==> config.mk <==
export PLATFORM = sky130hd
export DESIGN_NAME = tinyalu_param
export DESIGN_NICKNAME = d
export VERILOG_FILES = /design/src/rtl/tinyalu_param.sv
export SDC_FILE = /design/constraint.sdc
export NUM_CORES = 1
export LEC_CHECK = 0
export CAP_MARGIN = 20
export CORE_MARGIN = 2
export CORE_UTILIZATION = 36
export CTS_BUF_LIST = sky130_fd_sc_hd__clkbuf_8
export CTS_CLUSTER_SIZE = 16
export DETAILED_ROUTE_END_ITERATION = 16
export PLACE_DENSITY_LB_ADDON = 0.05
export SETUP_SLACK_MARGIN = 0.05
export SYNTH_ARGS = -nofsm -noshare
export SYNTH_HDL_FRONTEND = slang
export SYNTH_SLANG_ARGS = --single-unit
==> constraint.sdc <==
create_clock -name clk -period 6.47 [get_ports clk]
set_clock_uncertainty 0.2 [all_clocks]
set_input_delay 0.647 -clock clk [delete_from_list [all_inputs] [get_ports clk]]
set_output_delay 0.647 -clock clk [all_outputs]
set_load 0.01 [all_outputs]
==> src/rtl/tinyalu_param.sv <==
// Small multi-cycle ALU: single-cycle add/and/xor, multi-cycle multiply,
// with a start/done handshake and an illegal-opcode error pulse.
module tinyalu_param #(
    parameter int WIDTH      = 8,
    parameter int MUL_CYCLES = 3
) (
    input  logic                 clk,
    input  logic                 reset_n,
    input  logic [WIDTH-1:0]     A,
    input  logic [WIDTH-1:0]     B,
    input  logic [2:0]           op,
    input  logic                 start,
    output logic                 done,
    output logic [2*WIDTH-1:0]   result,
    output logic                 busy,
    output logic                 err
);
    localparam int RW = 2 * WIDTH;
    localparam int CW = (MUL_CYCLES > 1) ? $clog2(MUL_CYCLES) : 1;

    localparam logic [2:0] OP_NOP = 3'b000;
    localparam logic [2:0] OP_ADD = 3'b001;
    localparam logic [2:0] OP_AND = 3'b010;
    localparam logic [2:0] OP_XOR = 3'b011;
    localparam logic [2:0] OP_MUL = 3'b100;

    typedef enum logic [1:0] {IDLE, EXEC, MUL} state_t;

    state_t             state_q, state_d;
    logic               armed_q, armed_d;
    logic [WIDTH-1:0]   a_q, a_d, b_q, b_d;
    logic [2:0]         op_q, op_d;
    logic [CW-1:0]      cnt_q, cnt_d;
    logic [RW-1:0]      result_q, result_d;
    logic               done_q, done_d;
    logic               ill_q, ill_d;
    logic               err_q, err_d;

    logic               capture;
    logic [RW-1:0]      a_ext, b_ext, exec_res;

    always_comb begin
        a_ext = RW'(a_q);
        b_ext = RW'(b_q);
        case (op_q)
            OP_AND:  exec_res = a_ext & b_ext;
            OP_XOR:  exec_res = a_ext ^ b_ext;
            default: exec_res = a_ext + b_ext;
        endcase
    end

    always_comb begin
        state_d  = state_q;
        armed_d  = armed_q;
        a_d      = a_q;
        b_d      = b_q;
        op_d     = op_q;
        cnt_d    = cnt_q;
        result_d = result_q;
        done_d   = 1'b0;
        ill_d    = 1'b0;
        // illegal opcode is flagged at capture, reported one edge later
        err_d    = ill_q;
        capture  = (state_q == IDLE) && start && armed_q;

        if (!start) armed_d = 1'b1;

        case (state_q)
            IDLE: begin
                if (capture) begin
                    armed_d = 1'b0;
                    a_d     = A;
                    b_d     = B;
                    op_d    = op;
                    case (op)
                        OP_NOP: ;
                        OP_ADD, OP_AND, OP_XOR: state_d = EXEC;
                        OP_MUL: begin
                            state_d = MUL;
                            cnt_d   = CW'(MUL_CYCLES - 1);
                        end
                        default: ill_d = 1'b1;
                    endcase
                end
            end
            EXEC: begin
                result_d = exec_res;
                done_d   = 1'b1;
                state_d  = IDLE;
            end
            MUL: begin
                if (cnt_q == '0) begin
                    result_d = a_ext * b_ext;
                    done_d   = 1'b1;
                    state_d  = IDLE;
                end else begin
                    cnt_d = cnt_q - CW'(1);
                end
            end
            default: state_d = IDLE;
        endcase
    end

    always_ff @(posedge clk or negedge reset_n) begin
        if (!reset_n) begin
            state_q  <= IDLE;
            armed_q  <= 1'b1;
            a_q      <= '0;
            b_q      <= '0;
            op_q     <= OP_NOP;
            cnt_q    <= '0;
            result_q <= '0;
            done_q   <= 1'b0;
            ill_q    <= 1'b0;
            err_q    <= 1'b0;
        end else begin
            state_q  <= state_d;
            armed_q  <= armed_d;
            a_q      <= a_d;
            b_q      <= b_d;
            op_q     <= op_d;
            cnt_q    <= cnt_d;
            result_q <= result_d;
            done_q   <= done_d;
            ill_q    <= ill_d;
            err_q    <= err_d;
        end
    end

    assign done   = done_q;
    assign err    = err_q;
    assign result = result_q;
    assign busy   = (state_q != IDLE);

endmodule

* Word level (Yosys, flattened, before mapping)
Index checks and enable logic that the tools add are counted.
** Word-level totals
- Register bits after elaboration :: 43
- Bits of input ports :: 22
- Output and inout port bits :: 19
** Operators by class
- Add/sub/neg operators :: 2
- Multiply operators :: 1
- Equal/unequal tests :: 13
- Multiplexer cells :: 19
- Bitwise logic cells :: 2
- Reductions and logical operators :: 14
** Operators by type and width (count)
- 16-bit one-hot mux with 2 select lines :: 1
- 9-bit one-hot mux with 2 select lines :: 1
- 8-bit by 8-bit multiplier with 16-bit output :: 1
- 16-bit 2-to-1 mux :: 1
- 3-bit by 2-bit equality test with 1-bit output (second input constant) :: 4
- 2-bit one-hot mux with 2 select lines :: 3
- 2-bit 2-to-1 mux :: 5
- 8-bit by 8-bit adder with 9-bit output :: 1
- 8-bit bitwise AND :: 1
- 8-bit XOR :: 1
- 1-bit 2-to-1 mux :: 7
- 2-bit != test (second input constant) :: 3
- 2-bit nonzero test :: 3
- 5-bit OR reduction :: 1
- 2-bit logical NOT :: 2
- 2-bit AND reduction :: 2
- 4-bit AND reduction :: 1
- 3-bit by 1-bit equality test with 1-bit output (second input constant) :: 1
- 3-bit equality test (second input constant) :: 1
- 3-bit logical NOT :: 1
- 3-bit by 1-bit != test with 1-bit output (second input constant) :: 1
- 3-bit AND reduction :: 1
- 3-bit OR reduction :: 1
- 2-bit by 1-bit equality test with 1-bit output (second input constant) :: 1
- other kinds (5) :: 6

* Depth between registers and ports, before layout
- Depth after elaboration :: 5
- Depth in mapped cells :: 16
- Depth with buffers taken out :: 16

* Least setup slack after synthesis
Ideal clock, no wire load.
- Path kind :: reg2reg
- From :: register b_q[4]
- To :: register result_q[8] (netlist: result[8])
- Setup time :: 0.126 ns
- Data arrival time :: 3.949 ns
- Slack :: 2.195 ns
- Stages on the path, launching flop included :: 14
- Buffers on the path :: 0
- Period minus slack after synthesis :: 4.275 ns
- Cell sequence :: dfrtp_1 and2_1 fa_1 fa_1 inv_1 fa_1 fa_1 inv_1 ha_1 a21oi_1 nor2b_1 a311o_1 xor2_1 a221o_1
** On the way
- Word-level cells in the longest chain between the ends :: 3
- Elaborated cells between the ends (all ways) :: 5
- Classes of those cells :: add/sub: 1; mul: 1; mux: 3
** RTL lines
- from (decl) :: RTL line 31 : logic [WIDTH-1:0] a_q, a_d, b_q, b_d;
- from (signal assigned) :: RTL line 109 : b_q <= '0;
- from (signal assigned) :: RTL line 120 : b_q <= b_d;
- 8-bit by 8-bit multiplier with 16-bit output or 8-bit by 8-bit adder with 9-bit output (tied branches) :: RTL line 93, 48
- 16-bit 2-to-1 mux or 9-bit one-hot mux with 2 select lines (tied branches) :: RTL line 92, 45
- 16-bit one-hot mux with 2 select lines * :: RTL line 68 : case (state_q)
- to (signal assigned) :: RTL line 123 : result_q <= result_d;
- to (decl) :: RTL line 34 : logic [RW-1:0] result_q, result_d;
Mark *: on every way between the ends. The rest lies on a longest branch, timed or not. The select of a mux whose other input is x is not followed.
A chain may end at the register's enable or synchronous reset.

* Final worst setup path
- From :: register a_q[1]
- To :: register result_q[13] (netlist: result[13])
** On the way
- Word-level cells in the longest chain between the ends :: 3
** RTL lines
- from (decl) :: RTL line 31
- from (signal assigned) :: RTL line 108 : a_q <= '0;
- from (signal assigned) :: RTL line 119 : a_q <= a_d;
- 8-bit by 8-bit multiplier with 16-bit output :: RTL line 93 : result_d = a_ext * b_ext;
- 16-bit 2-to-1 mux :: RTL line 92 : if (cnt_q == '0) begin
- 16-bit one-hot mux with 2 select lines :: RTL line 68
No other way between the ends. The select of a mux whose other input is x is not followed.

==> flow_summary.toml <==
[routing]
initialDrtViolationCount = 119
vias = 3210
avgViaCountPerCell = 5.06
drtPass1Iterations = 4
drt-wirelength-per-cell_um = 16.8
final_antenna_net_count = 0
drc = 0
drt-total-wl_mm = 10.7

[worst_setup_path]
crit_start = "a_q[1]$_DFFE_PN0P_"
worstReg2RegStart = "a_q[1]$_DFFE_PN0P_"
critPathKind = "flop to flop"
reg2reg_depth = 15
r2r_slack_ns = 1.78
required_ns = 6.52
crit_path_end_kind = "flop"
path_max_fanout = 10
reg2reg_to = "result[13]$_DFFE_PN0P_"
arrival_ns = 4.74
critPathCapture = "result[13]$_DFFE_PN0P_"
cp-start-kind = "flop"

[floorplan]
rows = 39
start_util_pct = 37.3
core_um2 = 11600
die_y_um = 113
die_w_um = 113
die_area_um2 = 12900
io_pins = 41

[global_routing]
grt_util_all_layers_pct = 18.3
overflow = 0
grt_max_degree = 44
grt_pass1_vias = 3378
grt_pass1_wl_mm = 18.4
antenna_found_initial = 0

[synthesis]
syn-cell-area_um2 = 4310
yosysWarnings = 0
synth_top_family_by_area = "adder cells"
synth_cell_type_count = 48
yosys-top-cells-count = "inv_1, ha_1, and2_1, dfrtp_1, fa_1"
synth_top_area_share_pct = 24.4
synth_edf_count = 0
synthTopCellsByArea = "dfrtp_1, fa_1, ha_1"
synth_nets = 560
yosys.area_share.adder_pct = 31.1
synth_compound_area_share_pct = 12.8
ys_ff_latch = 43
syn-instance-count = 453
synth.most_common_cell = "inv_1"
synth.area.mux_share_pct = 7.02
yosysSeqAreaShare_pct = 25.0
synth_xor_area_share_pct = 2.44
yosys.area_share.simple_pct = 15.2
async_reset_ff_share_pct = 100
synth.avg_cell_area_um2 = 9.52
synth_largest_area_cell = "dfrtp_1"
synthFlopType = "dfrtp_1"

[timing]
rsz0062_at_grt = "no"
setup_violations = 0
tns_ns = 0
fin_crit_ns = 4.69
finalHoldViolCount = 0
worstMarginPinSlew_ns = 0.979
fmax_ghz = 0.213
max-slew-margin-rel_pct = 34.7
min_period_over_period_pct = 72.4
slew_violations = 0

[clocking]
clkTransAtPathRegs_ns = 0.09
hold_buffers = 0
htreeDepth = 2
clock_latency_ns = 0.32
cts.sinks = 43
clockBufferDepth = 2
cts_buffers = 5
cts_tree = "yes"
cts_root_buf = "clkbuf_8"
ctsResizeCount = 0
postCtsSetupBuffers = 0

[cells_and_area]
final_util_pct = 42.8
design_area_um2 = 4950
syn2layout_area_growth_pct = 14.9
fin_nets = 598
final_cells = 635
diodes = 0
drive_above_1_share_pct = 3.46

[run]
cap_violations = 0

[status]
status = "finished clean"

[place]
gp_congestion = 0.816
io_buffers = 40
dp.final_hpwl_mm = 8.07
dp.cells = 626
dpl_cell_area_um2 = 4850

[hold_path]
min_path_type = "input port to asynchronous set/reset pin"
## flip-flops by register name, summed over array words and instances (netlist names)
signal   count
result      16
err_d        1
armed_q      1
cnt_q        2
done         1
state_q      2
op_q         3
b_q          8
err          1
a_q          8
## per-layer routing
| layer | wire length, µm | GRT usage [%] | vias up |
|---|---|---|---|
| met5 | 0 | 0 | - |
| met4 | 116 | 4.80 | 0 |
| met3 | 347 | 3.51 | 8 |
| met2 | 4560 | 26.6 | 52 |
| met1 | 5650 | 27.9 | 1553 |
| li1 | - | - | 1597 |
## worst min-delay path by stage
stage,to,cells past startpoint
after detailed placement,err$_DFF_PN0_,0
final,b_q[6]$_DFFE_PN0P_,1
after global placement,err$_DFF_PN0_,0
after CTS,err$_DFF_PN0_,0
after global routing,result[11]$_DFFE_PN0P_,1
after floorplan,err$_DFF_PN0_,0
## kinds of logic after synthesis
family                     after synthesis
and+or+nand+nor                        125
muxes                                   28
AOI/OAI and AO/OA                       87
adders and majority gates               85
buffers and inverters                   73
DFF                                     43
xor gates and xnor gates                12
## area by class of cell
cell class	count	area [µm²]
Sequential cell	43	1080
Fill cell	1154	6610
Timing Repair Buffer	42	423
Inverter	62	233
Tap cell	143	179
Clock inverter	3	16.3
Clock buffer	5	68.8
Multi-Input combinational cell	337	2960
## cell usage in the layout (no fill, tap or decap), drive strengths merged, types with 4 or more instances in the layout
| master | instances |
|---|---|
| inv | 63 |
| ha | 48 |
| and2 | 46 |
| dfrtp | 42 |
| clkdlybuf4s50 | 39 |
| fa | 37 |
| nand2 | 36 |
| o21ai | 26 |
| a21oi | 22 |
| mux2 | 18 |
| nor2 | 14 |
| nor3 | 12 |
| a211oi | 11 |
| mux2i | 10 |
| xnor2 | 7 |
| nor2b | 7 |
| xor2 | 5 |
| clkbuf | 5 |
| and3 | 4 |
## per-stage QoR
stage	hold WS (ns)	worst slack (ns)
final	0.0883	1.78
after global routing	0.126	1.42
after CTS	0.164	1.74
after detailed placement	0.143	1.75
after global placement	0.135	1.78
after floorplan	0.131	2.20
## worst max-delay path: stages (launching register included)
cell	delay, ns
dfrtp_1	0.59
nand2_1	0.14
fa_1	0.51
fa_1	0.56
inv_1	0.06
fa_1	0.54
inv_1	0.06
fa_1	0.53
inv_1	0.04
ha_1	0.32
o21a_1	0.14
o31ai_2	0.08
a211oi_1	0.38
a311oi_1	0.18
xor2_1	0.17
o21ai_1	0.13
Power is not shown: default switching activity piles up to over one toggle a cycle in this logic, so the estimate is an artifact.
